==> src/rtl/instr_trace_buffer_if.sv <==
// Capture and read-port signals of the instruction trace buffer.
// master = CPU fetch side plus trace reader, slave = the buffer itself.
interface instr_trace_buffer_if;
  logic [31:0] instr_in;
  logic        instr_valid;
  logic        freeze_clr;
  logic        rd_ready;
  logic        rd_valid;
  logic [31:0] rd_data;

  modport master (
    output instr_in, instr_valid, freeze_clr, rd_ready,
    input  rd_valid, rd_data
  );

  modport slave (
    input  instr_in, instr_valid, freeze_clr, rd_ready,
    output rd_valid, rd_data
  );
endinterface

==> src/rtl/instr_trace_buffer.sv <==
// Instruction trace FIFO sitting behind the CPU fetch stage.
// Captures fetched words, drains them through a first-word-fall-through read
// port, counts overflow drops, freezes on a halt word and stretches an
// activity pulse onto the board led.
//
// state   | meaning
// CAPTURE | fetched words are pushed (or dropped and counted when full)
// FROZEN  | fetched words are ignored until freeze_clr; reads still drain
module instr_trace_buffer #(
  parameter int          DEPTH     = 16,
  parameter int          ADDR_W    = 4,
  parameter int          STRETCH   = 8,
  parameter logic [31:0] HALT_WORD = 32'hFC000000
) (
  input  logic                 CLK,
  input  logic                 reset,
  instr_trace_buffer_if.slave  bus,
  output logic [ADDR_W:0]      count,
  output logic [15:0]          overflow_cnt,
  output logic                 frozen,
  output logic                 led
);

  localparam int              LED_W    = $clog2(STRETCH + 1);
  localparam logic [ADDR_W:0] CNT_FULL = (ADDR_W + 1)'(DEPTH);
  localparam logic [ADDR_W:0] CNT_ONE  = (ADDR_W + 1)'(1);

  typedef enum logic {
    CAPTURE = 1'b0,
    FROZEN  = 1'b1
  } state_t;

  state_t            state;
  logic [31:0]       mem [DEPTH];
  logic [ADDR_W-1:0] wr_ptr;
  logic [ADDR_W-1:0] rd_ptr;
  logic [ADDR_W-1:0] rd_ptr_nxt;
  logic [31:0]       rd_data_q;
  logic [LED_W-1:0]  led_cnt;
  logic              full;
  logic              pop;
  logic              attempt;
  logic              push;
  logic              drop;

  assign bus.rd_valid = (count != '0);
  assign bus.rd_data  = rd_data_q;

  // Handshake decode: a full buffer still accepts a word when it pops the same cycle.
  always_comb begin
    full       = (count == CNT_FULL);
    pop        = bus.rd_valid & bus.rd_ready;
    attempt    = (state == CAPTURE) & bus.instr_valid;
    push       = attempt & (~full | pop);
    drop       = attempt & full & ~pop;
    rd_ptr_nxt = rd_ptr + ADDR_W'(1);
  end

  // Storage array; contents need no reset because count gates visibility.
  always_ff @(posedge CLK) begin
    if (push) mem[wr_ptr] <= bus.instr_in;
  end

  // Pointers, occupancy, registered read head, freeze FSM, drop counter and led stretch.
  always_ff @(posedge CLK or posedge reset) begin
    if (reset) begin
      state        <= CAPTURE;
      frozen       <= 1'b0;
      wr_ptr       <= '0;
      rd_ptr       <= '0;
      count        <= '0;
      rd_data_q    <= '0;
      overflow_cnt <= '0;
      led_cnt      <= '0;
      led          <= 1'b0;
    end else begin
      if (push) wr_ptr <= wr_ptr + ADDR_W'(1);
      if (pop)  rd_ptr <= rd_ptr_nxt;

      case ({push, pop})
        2'b10:   count <= count + CNT_ONE;
        2'b01:   count <= count - CNT_ONE;
        default: count <= count;
      endcase

      // With one entry left, the next head is the word being written right now,
      // which the array does not yet hold, so it is taken straight from the input.
      if (pop) begin
        if (count == CNT_ONE) begin
          if (push) rd_data_q <= bus.instr_in;
        end else begin
          rd_data_q <= mem[rd_ptr_nxt];
        end
      end else if (push && count == '0) begin
        rd_data_q <= bus.instr_in;
      end

      case (state)
        CAPTURE: begin
          if (push && bus.instr_in == HALT_WORD) begin
            state  <= FROZEN;
            frozen <= 1'b1;
          end
        end
        FROZEN: begin
          if (bus.freeze_clr) begin
            state  <= CAPTURE;
            frozen <= 1'b0;
          end
        end
        default: begin
          state  <= CAPTURE;
          frozen <= 1'b0;
        end
      endcase

      if (drop && overflow_cnt != 16'hFFFF) overflow_cnt <= overflow_cnt + 16'd1;

      if (push) begin
        led_cnt <= LED_W'(STRETCH);
        led     <= 1'b1;
      end else begin
        if (led_cnt != '0) led_cnt <= led_cnt - LED_W'(1);
        led <= (led_cnt > LED_W'(1));
      end
    end
  end

endmodule

==> src/flat_wrapper.sv <==
// flat-port wrapper written by rule: the top's interface ports become plain ports
module instr_trace_buffer_flat 
#(
  parameter int          DEPTH     = 16,
  parameter int          ADDR_W    = 4,
  parameter int          STRETCH   = 8,
  parameter logic [31:0] HALT_WORD = 32'hFC000000
)
  (CLK, reset, count, overflow_cnt, frozen, led, bus_instr_in, bus_instr_valid, bus_freeze_clr, bus_rd_ready, bus_rd_valid, bus_rd_data);
  instr_trace_buffer_if bus_i ();
  input  logic CLK;
  input  logic reset;
  output logic [ADDR_W:0] count;
  output logic [15:0] overflow_cnt;
  output logic frozen;
  output logic led;
  input wire logic [$bits(bus_i.instr_in)-1:0] bus_instr_in;
  input wire logic [$bits(bus_i.instr_valid)-1:0] bus_instr_valid;
  input wire logic [$bits(bus_i.freeze_clr)-1:0] bus_freeze_clr;
  input wire logic [$bits(bus_i.rd_ready)-1:0] bus_rd_ready;
  output wire logic [$bits(bus_i.rd_valid)-1:0] bus_rd_valid;
  output wire logic [$bits(bus_i.rd_data)-1:0] bus_rd_data;
  assign bus_i.instr_in = bus_instr_in;
  assign bus_i.instr_valid = bus_instr_valid;
  assign bus_i.freeze_clr = bus_freeze_clr;
  assign bus_i.rd_ready = bus_rd_ready;
  assign bus_rd_valid = bus_i.rd_valid;
  assign bus_rd_data = bus_i.rd_data;
  instr_trace_buffer #(.DEPTH(DEPTH), .ADDR_W(ADDR_W), .STRETCH(STRETCH), .HALT_WORD(HALT_WORD)) u_core (.CLK(CLK), .reset(reset), .bus(bus_i), .count(count), .overflow_cnt(overflow_cnt), .frozen(frozen), .led(led));
endmodule
==> config.mk <==
export PLATFORM = sky130hd
export DESIGN_NAME = instr_trace_buffer_flat
export DESIGN_NICKNAME = d
export VERILOG_FILES = /design/src/rtl/instr_trace_buffer_if.sv /design/src/rtl/instr_trace_buffer.sv /design/src/flat_wrapper.sv
export SDC_FILE = /design/constraint.sdc
export NUM_CORES = 1
export LEC_CHECK = 0
export ABC_AREA = 1
export BUFFER_PORTS_ARGS = -buffer_cell sky130_fd_sc_hd__buf_2
export CAP_MARGIN = 25
export CORE_MARGIN = 2
export CORE_UTILIZATION = 40
export DETAILED_ROUTE_END_ITERATION = 6
export PLACE_DENSITY = 0.66
export SLEW_MARGIN = 20
export SYNTH_ARGS = -nofsm -noshare
export SYNTH_HDL_FRONTEND = slang
export SYNTH_SLANG_ARGS = --single-unit
==> constraint.sdc <==
create_clock -name CLK -period 3.2 [get_ports CLK]
set_clock_uncertainty 0.2 [all_clocks]
set_input_delay 0.16 -clock CLK [delete_from_list [all_inputs] [get_ports CLK]]
set_output_delay 0.16 -clock CLK [all_outputs]
set_load 0.05 [all_outputs]
Word-level counts from Yosys, hierarchy flattened
Memory sizes are Yosys's and may differ from the RTL's. Cells that the tools add are included.

Memories kept: 1. Logic and storage cells: 62. Bits in writable memories: 512. Output and inout port bits: 56. Register bits: 68.

Memories: u_core.mem (words 16, width 32, rd ports 1, clocked after Yosys merged registers in 0, write ports 1, RTL line instr_trace_buffer.sv:34) `logic [31:0] mem [DEPTH];`.

Magnitude comparators: 1. Reductions and logical operators: 11. Multiplexer cells: 16. Add/subtract/negate cells: 6. Equality and inequality tests: 9. Bitwise gates (word level): 9.

Operators by type and width (number): 32-bit 2-to-1 mux (4); 32-bit equality test, second input constant (1); 16-bit by 1-bit adder with 16-bit output, second input constant (1); 16-bit inequality test, second input constant (1); 5-bit case mux with 2 select lines (1); 4-bit by 1-bit adder with 4-bit output, second input constant (2); 4-bit 2-to-1 mux (2); 1-bit 2-to-1 mux (7); 2-bit nonzero test (3); 5-bit by 1-bit adder with 5-bit output, second input constant (1); 1-bit bitwise AND (5); 5-bit by 1-bit equality test with 1-bit output, second input constant (1); 5-bit equality test, second input constant (1); 5-bit logical NOT (1); 5-bit nonzero test (1); 5-bit by 1-bit subtractor with 5-bit output, second input constant (1); 4-bit by 1-bit greater-than comparator with 1-bit output, second input constant (1); 2-bit inequality test, second input constant (2); 1-bit case mux with 2 select lines (2); 2-bit AND reduction (2); 4-bit nonzero test (1); 4-bit by 1-bit subtractor with 4-bit output, second input constant (1); 1-bit logical AND (3); 3-bit inequality test, second input constant (1); 4 further kinds (6).

Longest topological paths before layout
Gate-level depths: netlist of the first run.

Word-level depth: 7. Depth in mapped cells: 13.

Worst setup path after synthesis of the first run
No wires, ideal clock.

Path kind: reg2reg. Start point: register u_core.count[0]. End point: memory u_core.mem[0][0], enable pin. Setup time: 0.421 ns. Period minus slack after synthesis: 3.650 ns. Buffers on the path: 0. Setup slack: -0.450 ns. Arrival: 3.029 ns. Cell stages (with the launch flop): 8. Cells stage by stage: dfrtp_1 -> inv_1 -> ha_1 -> nand4_1 -> nand2_1 -> inv_1 -> nand2_1 -> nor2_1.

Word-level cells in the longest chain between the ends: 6. Elaborated cells on any way between the ends: 8. Those cells by class: eq/ne (1); mux (2); bitwise (4); reduce/logical (1).

Ends and longest elaborated chain: start: declaration (RTL line instr_trace_buffer.sv:18) `output logic [ADDR_W:0] count,`; start signal: assignment (RTL line instr_trace_buffer.sv:81) `2'b10: count <= count + CNT_ONE;`; start signal: assignment (RTL line instr_trace_buffer.sv:82) `2'b01: count <= count - CNT_ONE;`; start signal: assignment (RTL line instr_trace_buffer.sv:83) `default: count <= count;`; 5-bit nonzero test or 5-bit equality test (tied branches) (RTL line instr_trace_buffer.sv:46, instr_trace_buffer.sv:51); 1-bit bitwise AND or 1-bit NOT (tied branches) (RTL line instr_trace_buffer.sv:52, instr_trace_buffer.sv:54); 1-bit OR * (RTL line instr_trace_buffer.sv:54) `push = attempt & (~full | pop);`; 1-bit bitwise AND * (RTL line instr_trace_buffer.sv:54); 1-bit 2-to-1 mux * (RTL line instr_trace_buffer.sv:61) `if (push) mem[wr_ptr] <= bus.instr_in;`; 1-bit 2-to-1 mux (not written as such) * (RTL line instr_trace_buffer.sv:61); end: declaration (RTL line instr_trace_buffer.sv:34).

Every way passes the cells marked *; elsewhere a longest branch is shown, timed or not.

Final worst setup path of the first run
Start point: register u_core.count[0]. End point: register u_core.count[4].

Word-level cells in the longest chain between the ends: 6. Elaborated cells on any way between the ends: 12. Those cells by class: add/sub (2); eq/ne (3); mux (1); bitwise (4); reduce/logical (2).

Ends and longest elaborated chain: 5-bit nonzero test or 5-bit equality test (tied branches) (RTL line instr_trace_buffer.sv:46, instr_trace_buffer.sv:51); 1-bit bitwise AND or 1-bit NOT (tied branches) (RTL line instr_trace_buffer.sv:52, instr_trace_buffer.sv:54); 1-bit OR (RTL line instr_trace_buffer.sv:54); 1-bit bitwise AND (RTL line instr_trace_buffer.sv:54); 2-bit by 1-bit equality test with 1-bit output or 2-bit equality test (tied branches) (RTL line instr_trace_buffer.sv:80) `case ({push, pop})`; 5-bit case mux with 2 select lines or 2-bit nonzero test (tied branches).

Parallel ways exist; a longest one is shown, timed or not. A chain may end at the register's enable or synchronous reset.

==> results.py, run 1 <==
metrics = {
    "placed_design": {
        "routabilityCongestion": 0.900,
        "placedInstanceArea_um2": 27300,
        "dp_hpwl_um": 38400,
        "placed_cells": 3431,
        "pre_cts_ws_ns": 0.553,
        "portBuffers": 92,
    },
    "clocking": {
        "clk_pin_slew_ns": 0.06,
        "insertion_delay_ns": 0.62,
        "cts_buffers": 59,
        "cts-root-buf": "clkbuf_16",
        "cts_buffer_depth": 3,
        "postCtsSetupBuffers": 0,
        "cts_sinks": 580,
        "cts_tree": "built",
        "htree_levels": 2,
    },
    "yosys": {
        "synth_common_cells": "nand2_1 (809), edfxtp_1 (512), nand3_1 (429)",
        "synth_edf_count": 512,
        "yosysSeqAreaShare_pct": 66.9,
        "yosysTopAreaCellShare_pct": 60.3,
        "synth_cells": 2562,
        "synth_top_area_cell": "edfxtp_1",
        "syn_avg_cell_area_um2": 9.96,
        "yosysMostFrequentCell": "nand2_1",
        "syn-num-nets": 2612,
        "ys.flop_type": "edfxtp_1",
        "async_reset_ff_share_pct": 11.7,
        "syn_area_um2": 25500,
        "synth_seq_cells": 580,
        "synth_area_leaders": "edfxtp_1 (60%), nand2_1 (12%), nand3_1 (8.4%), dfrtp_1 (6.7%), inv_1 (6.2%)",
        "synth.distinct_cells": 28,
        "synth_warnings": 0,
    },
    "timing": {
        "worstMarginPinSlew_ns": 0.881,
        "final_hold_viol_count": 0,
        "relSlewSlack_pct": 41.2,
        "whs_ns": 0.000679,
        "timing.final.crit_share_pct": 83.6,
        "setup_viol": 0,
        "fin_crit_ns": 2.68,
        "maxSlewViolCount": 0,
        "max_freq_mhz": 374,
        "rsz0062_at_grt": "false",
        "worst_slack_ns": 0.525,
    },
    "global_routing": {
        "antenna_found_initial": 1,
        "grt_pass1_wl_um": 101000,
        "grt_pass1_vias": 17200,
        "grt_max_degree": 172,
        "grt_usage_pct": 19.6,
        "overflow": 0,
    },
    "final_layout": {
        "diodes": 0,
        "fin_cells": 3578,
        "final_nets": 2732,
        "design_area_um2": 29600,
        "fill_cells": 5818,
        "area.growth.synth_to_final_pct": 16.0,
        "drive_above_1_share_pct": 9.74,
    },
    "power_and_ir_drop": {
        "peakVddDrop_mv": 0.851,
        "power_per_cell_area_nw_per_um2": 959,
        "power.leakage_nw": 12.8,
    },
    "floorplanning": {
        "die_width_um": 257,
        "rows": 92,
        "core_um2": 63100,
        "initial_utilization_pct": 40.4,
        "io_pins": 93,
        "die_area_um2": 65800,
        "die_h_um": 257,
    },
    "status": {
        "outcome": "finished clean",
    },
    "worst_setup_path": {
        "end_kind": "register",
        "crit_path_start_kind": "register",
        "path_class": "register to register",
        "crit_arrival_ns": 2.97,
        "crit_fanout": 8,
        "worstPathRequired_ns": 3.50,
    },
    "drt": {
        "drtIter0Drc": 1595,
        "firstDrtPassIters": 6,
        "vias": 17900,
        "drc": 0,
        "wl_per_cell_um": 18.2,
        "drt-total-wl_um": 65100,
        "final_antenna_net_count": 0,
        "via_per_inst": 4.99,
    },
    "hold_path": {
        "hold_path_class": "input port to asynchronous set/reset pin",
    },
    "run": {
        "drv_cap": 0,
    },
}
[critical path: stages, from the launching register on]
cell and delay, ns:
dfrtp_1 0.43, inv_1 0.15, ha_1 0.22, nand3_2 0.11, nand2_1 0.22, inv_1 0.07
ha_1 0.26, inv_1 0.12, nor2_1 0.05, nor2_1 0.11, o21ai_0 0.13, a21oi_1 0.22
xor2_1 0.18, inv_1 0.06
[cell type report]
type | instances | area (µm²) | area share, %
Sequential cell | 580 | 17100 | 57.7
Inverter | 424 | 1600 | 5.41
Timing Repair Buffer | 180 | 1450 | 4.90
Clock inverter | 39 | 318 | 1.07
Clock buffer | 72 | 1580 | 5.33
Tap cell | 846 | 1060 | 3.58
Multi-Input combinational cell | 1437 | 6510 | 22.0
[registers in the layout, indices dropped and copies added (netlist names)]
register,count
u_core.bus.rd_data,32
u_core.mem,512
u_core.count,5
u_core.overflow_cnt,16
u_core.frozen,1
u_core.led_cnt,4
u_core.rd_ptr,4
u_core.led,1
u_core.state,1
u_core.wr_ptr,4
[final timing paths]
path,slack (ns),cells past startpoint,startpoint,to
max in group asynchronous,2.05,4,reset,u_core.count[1]
min reg2reg,0.29,2,u_core.bus.rd_data[26],u_core.bus.rd_data[26]
max,0.52,13,u_core.count[0],u_core.count[4]
max reg2reg,0.52,13,u_core.count[0],u_core.count[4]
min,0.0007,3,reset,u_core.bus.rd_data[21]
min in group CLK,0.16,3,bus_freeze_clr,u_core.state
[cells in the final DEF, fill, tap and decap left out, types with 3 or more instances in the layout]
master	n
bufinv_16	4
xor2_1	17
nor2_4	17
buf_2	92
edfxtp_1	512
nand2_1	809
inv_2	3
ha_1	12
clkinv_1	13
clkbuf_8	3
xnor2_1	6
dlygate4sd3_1	36
clkbuf_16	60
buf_4	33
clkinv_2	14
buf_12	19
clkinv_4	5
o21ai_0	17
nand4_1	6
clkbuf_1	9
dfrtp_1	67
a21oi_1	34
nor2_1	69
nor3_1	4
inv_1	418
nand3_1	429
[cell families after synthesis]
group	share of synthesized area (%)
adders and majority gates	0.638
DFF	66.9
AOI/OAI and AO/OA	1.12
buffers and inverters	8.29
and+or+nand+nor	22.0
xor gates and xnor gates	0.986
[metal layers]
| layer | track usage (%) | vias to the layer above | wire length [µm] |
|---|---|---|---|
| met5 | 0 | - | 0 |
| met4 | 5.43 | 0 | 1540 |
| met3 | 3.00 | 113 | 4600 |
| met2 | 32.1 | 699 | 30600 |
| met1 | 27.2 | 8553 | 28300 |
| li1 | - | 8506 | - |
[through the flow]
stage	total power, mW	setup TNS, ns	util [%]
final	28.4	0	46.9
after CTS	28.5	0	46.9
after global placement	21.6	0	43.3
after floorplan	17.7	-229.60	-
after detailed placement	21.8	0	43.3
after global routing	30.0	0	46.9
[report_power, final]
group	total, mW	switching [mW]	internal (mW)
logic	12.0	8.61	3.38
clock network	6.70	2.88	3.82
registers	9.68	0.432	9.25
[repair_timing]
item / in CTS / in global routing
hold buffers: 36 / 0
gates resized for setup: 0 / 0
endpoints found under the hold margin: 585 / 0
endpoints found under the setup margin: 0 / 0
Power figures use the tool's default switching activity.
==> run 2, diff against run 1 <==
- clock period: 3.2 -> 2.4 ns (I/O delays scaled with it)
==> run 2 against run 1 <==
Compared with the run above:
- critical path depth fell by 5
- final area is 1.9% higher
- hold slack improved by 0.065 ns
- final cell count is 0.75% higher
- combinational power is 37% higher
- highest routed layer unchanged
- flip-flop and latch count stayed put
- power grew 36%
- wire length increased by 0.62%
==> results.py, run 2 (same netlist as run 1, synthesis figures left out) <==
metrics = {
    "placed_design": {
        "dp_hpwl_um": 37100,
        "portBuffers": 92,
        "routabilityCongestion": 0.849,
    },
    "hold_path": {
        "min_from": "bus_instr_in[16]",
        "hold_path_class": "input port to register",
    },
    "power_and_ir_drop": {
        "peakVddDrop_mv": 0.801,
        "power_per_cell_area_nw_per_um2": 1280,
        "power.leakage_nw": 13.0,
        "power_mw": 38.5,
    },
    "worst_setup_path": {
        "worstPathRequired_ns": 2.75,
        "crit_fanout": 32,
        "cp_num_buf_inv": 2,
        "crit_path_start": "u_core.count[0]",
        "crit_path_start_kind": "register",
        "critPathSlowestCell": "inv_2",
        "r2r_start": "u_core.count[0]",
        "slowest_delay_ns": 0.69,
        "crit_arrival_ns": 2.61,
        "crit_chain": "inv_2 > ha_4 > nand3_4 > nand3_1 > nand2_1 > inv_2 > a21oi_1 > nand2_1",
        "end_kind": "register",
        "path_class": "register to register",
        "crit_family": "buffers and inverters",
    },
    "drt": {
        "final_antenna_net_count": 0,
        "wl_per_cell_um": 18.2,
        "drtIter0Drc": 1908,
        "drc": 0,
        "drt-total-wl_um": 65500,
        "firstDrtPassIters": 5,
        "vias": 18000,
        "via_per_inst": 4.99,
    },
    "final_layout": {
        "fill_cells": 5763,
        "regMostFlops": "u_core.mem",
        "drive_above_1_share_pct": 11.3,
        "final_cell_mix": "nand2_1 (804), edfxtp_1 (512), nand3_1 (429)",
        "area.growth.synth_to_final_pct": 18.2,
        "largest_reg_flops": 512,
        "layout_commonest_cell": "nand2_1",
        "final_nets": 2762,
        "final_util_pct": 47.8,
        "diodes": 0,
    },
    "timing": {
        "fin_crit_ns": 2.26,
        "setup_viol": 0,
        "relSlewSlack_pct": 36.4,
        "timing.final.crit_share_pct": 94.0,
        "whs_ns": 0.0656,
        "maxSlewViolCount": 0,
        "max_freq_mhz": 443,
        "rsz0062_at_grt": "false",
        "worstMarginPinSlew_ns": 0.952,
        "final_hold_viol_count": 0,
    },
    "run": {
        "drv_cap": 0,
    },
    "clocking": {
        "cts_sinks": 580,
        "cts-root-buf": "clkbuf_16",
        "cts_buffers": 56,
        "cts_buffer_depth": 3,
        "postCtsSetupBuffers": 0,
        "insertion_delay_ns": 0.63,
        "htree_levels": 2,
        "clk_pin_slew_ns": 0.06,
        "cts_tree": "built",
    },
    "floorplanning": {
        "die_h_um": 257,
        "io_pins": 93,
        "die_area_um2": 65800,
        "initial_utilization_pct": 40.4,
        "core_um2": 63100,
        "rows": 92,
        "die_width_um": 257,
    },
    "global_routing": {
        "grt_usage_pct": 19.9,
        "grt_max_degree": 147,
        "grt_pass1_wl_um": 101000,
        "antenna_found_initial": 0,
        "overflow": 0,
        "grt_pass1_vias": 17500,
    },
    "status": {
        "outcome": "finished clean",
    },
}
[run 2: metrics by stage]
stage	worst slack (ns)	TNS (ns)	instances	area, µm²
2_1_floorplan	-0.0674	-22.35	2562	25700
3_3_place_gp	0.157	0	3462	27900
3_5_place_dp	0.158	0	3462	27900
4_1_cts	0.0627	0	3605	30100
5_1_grt	0.0142	0	3605	30200
6_report	0.144	0	3605	30200
[run 2: layout make-up]
type / count / area (µm²) / area share [%]
clock buffer: 69 / 1470 / 4.88
tap: 846 / 1060 / 3.51
sequential: 580 / 17100 / 56.7
inverter: 424 / 1610 / 5.33
timing repair buffer: 213 / 1900 / 6.31
multi-input combinational: 1437 / 6590 / 21.8
clock inverter: 36 / 444 / 1.47
[run 2: worst paths after layout]
| path | end | slack [ns] | cells past startpoint |
|---|---|---|---|
| setup / recovery | u_core.bus.rd_data[30] | 0.14 | 8 |
| hold / removal | u_core.mem[9][16] | 0.07 | 2 |
| setup reg to reg | u_core.bus.rd_data[30] | 0.14 | 8 |
| hold reg to reg | u_core.bus.rd_data[26] | 0.30 | 2 |
| max in group asynchronous | u_core.bus.rd_data[4] | 0.92 | 5 |
| min in group asynchronous | u_core.count[0] | 0.39 | 4 |
[run 2: per-layer routing]
layer  up-vias  part of all wire, %  wire length (µm)  global-route usage [%]
met5         -                    0                 0                       0
met3       107                  7.4              4850                    3.49
met4         0                  2.3              1530                    5.46
met1      8638                   42             27800                    27.2
li1       8559                    -                 -                       -
met2       691                   48             31300                    32.6
[run 2: power by group]
group | leakage [nW] | switching, mW | internal [mW]
logic | 6.65 | 11.3 | 5.07
clock network | 0.926 | 3.81 | 5.33
registers | 5.46 | 0.650 | 12.3
[run 2: repair_timing]
action                                 4_1_cts  5_1_grt
setup endpoints to repair                    0        1
endpoints found under the hold margin      627        0
gates resized for setup                      0        1
hold buffers                                38        0
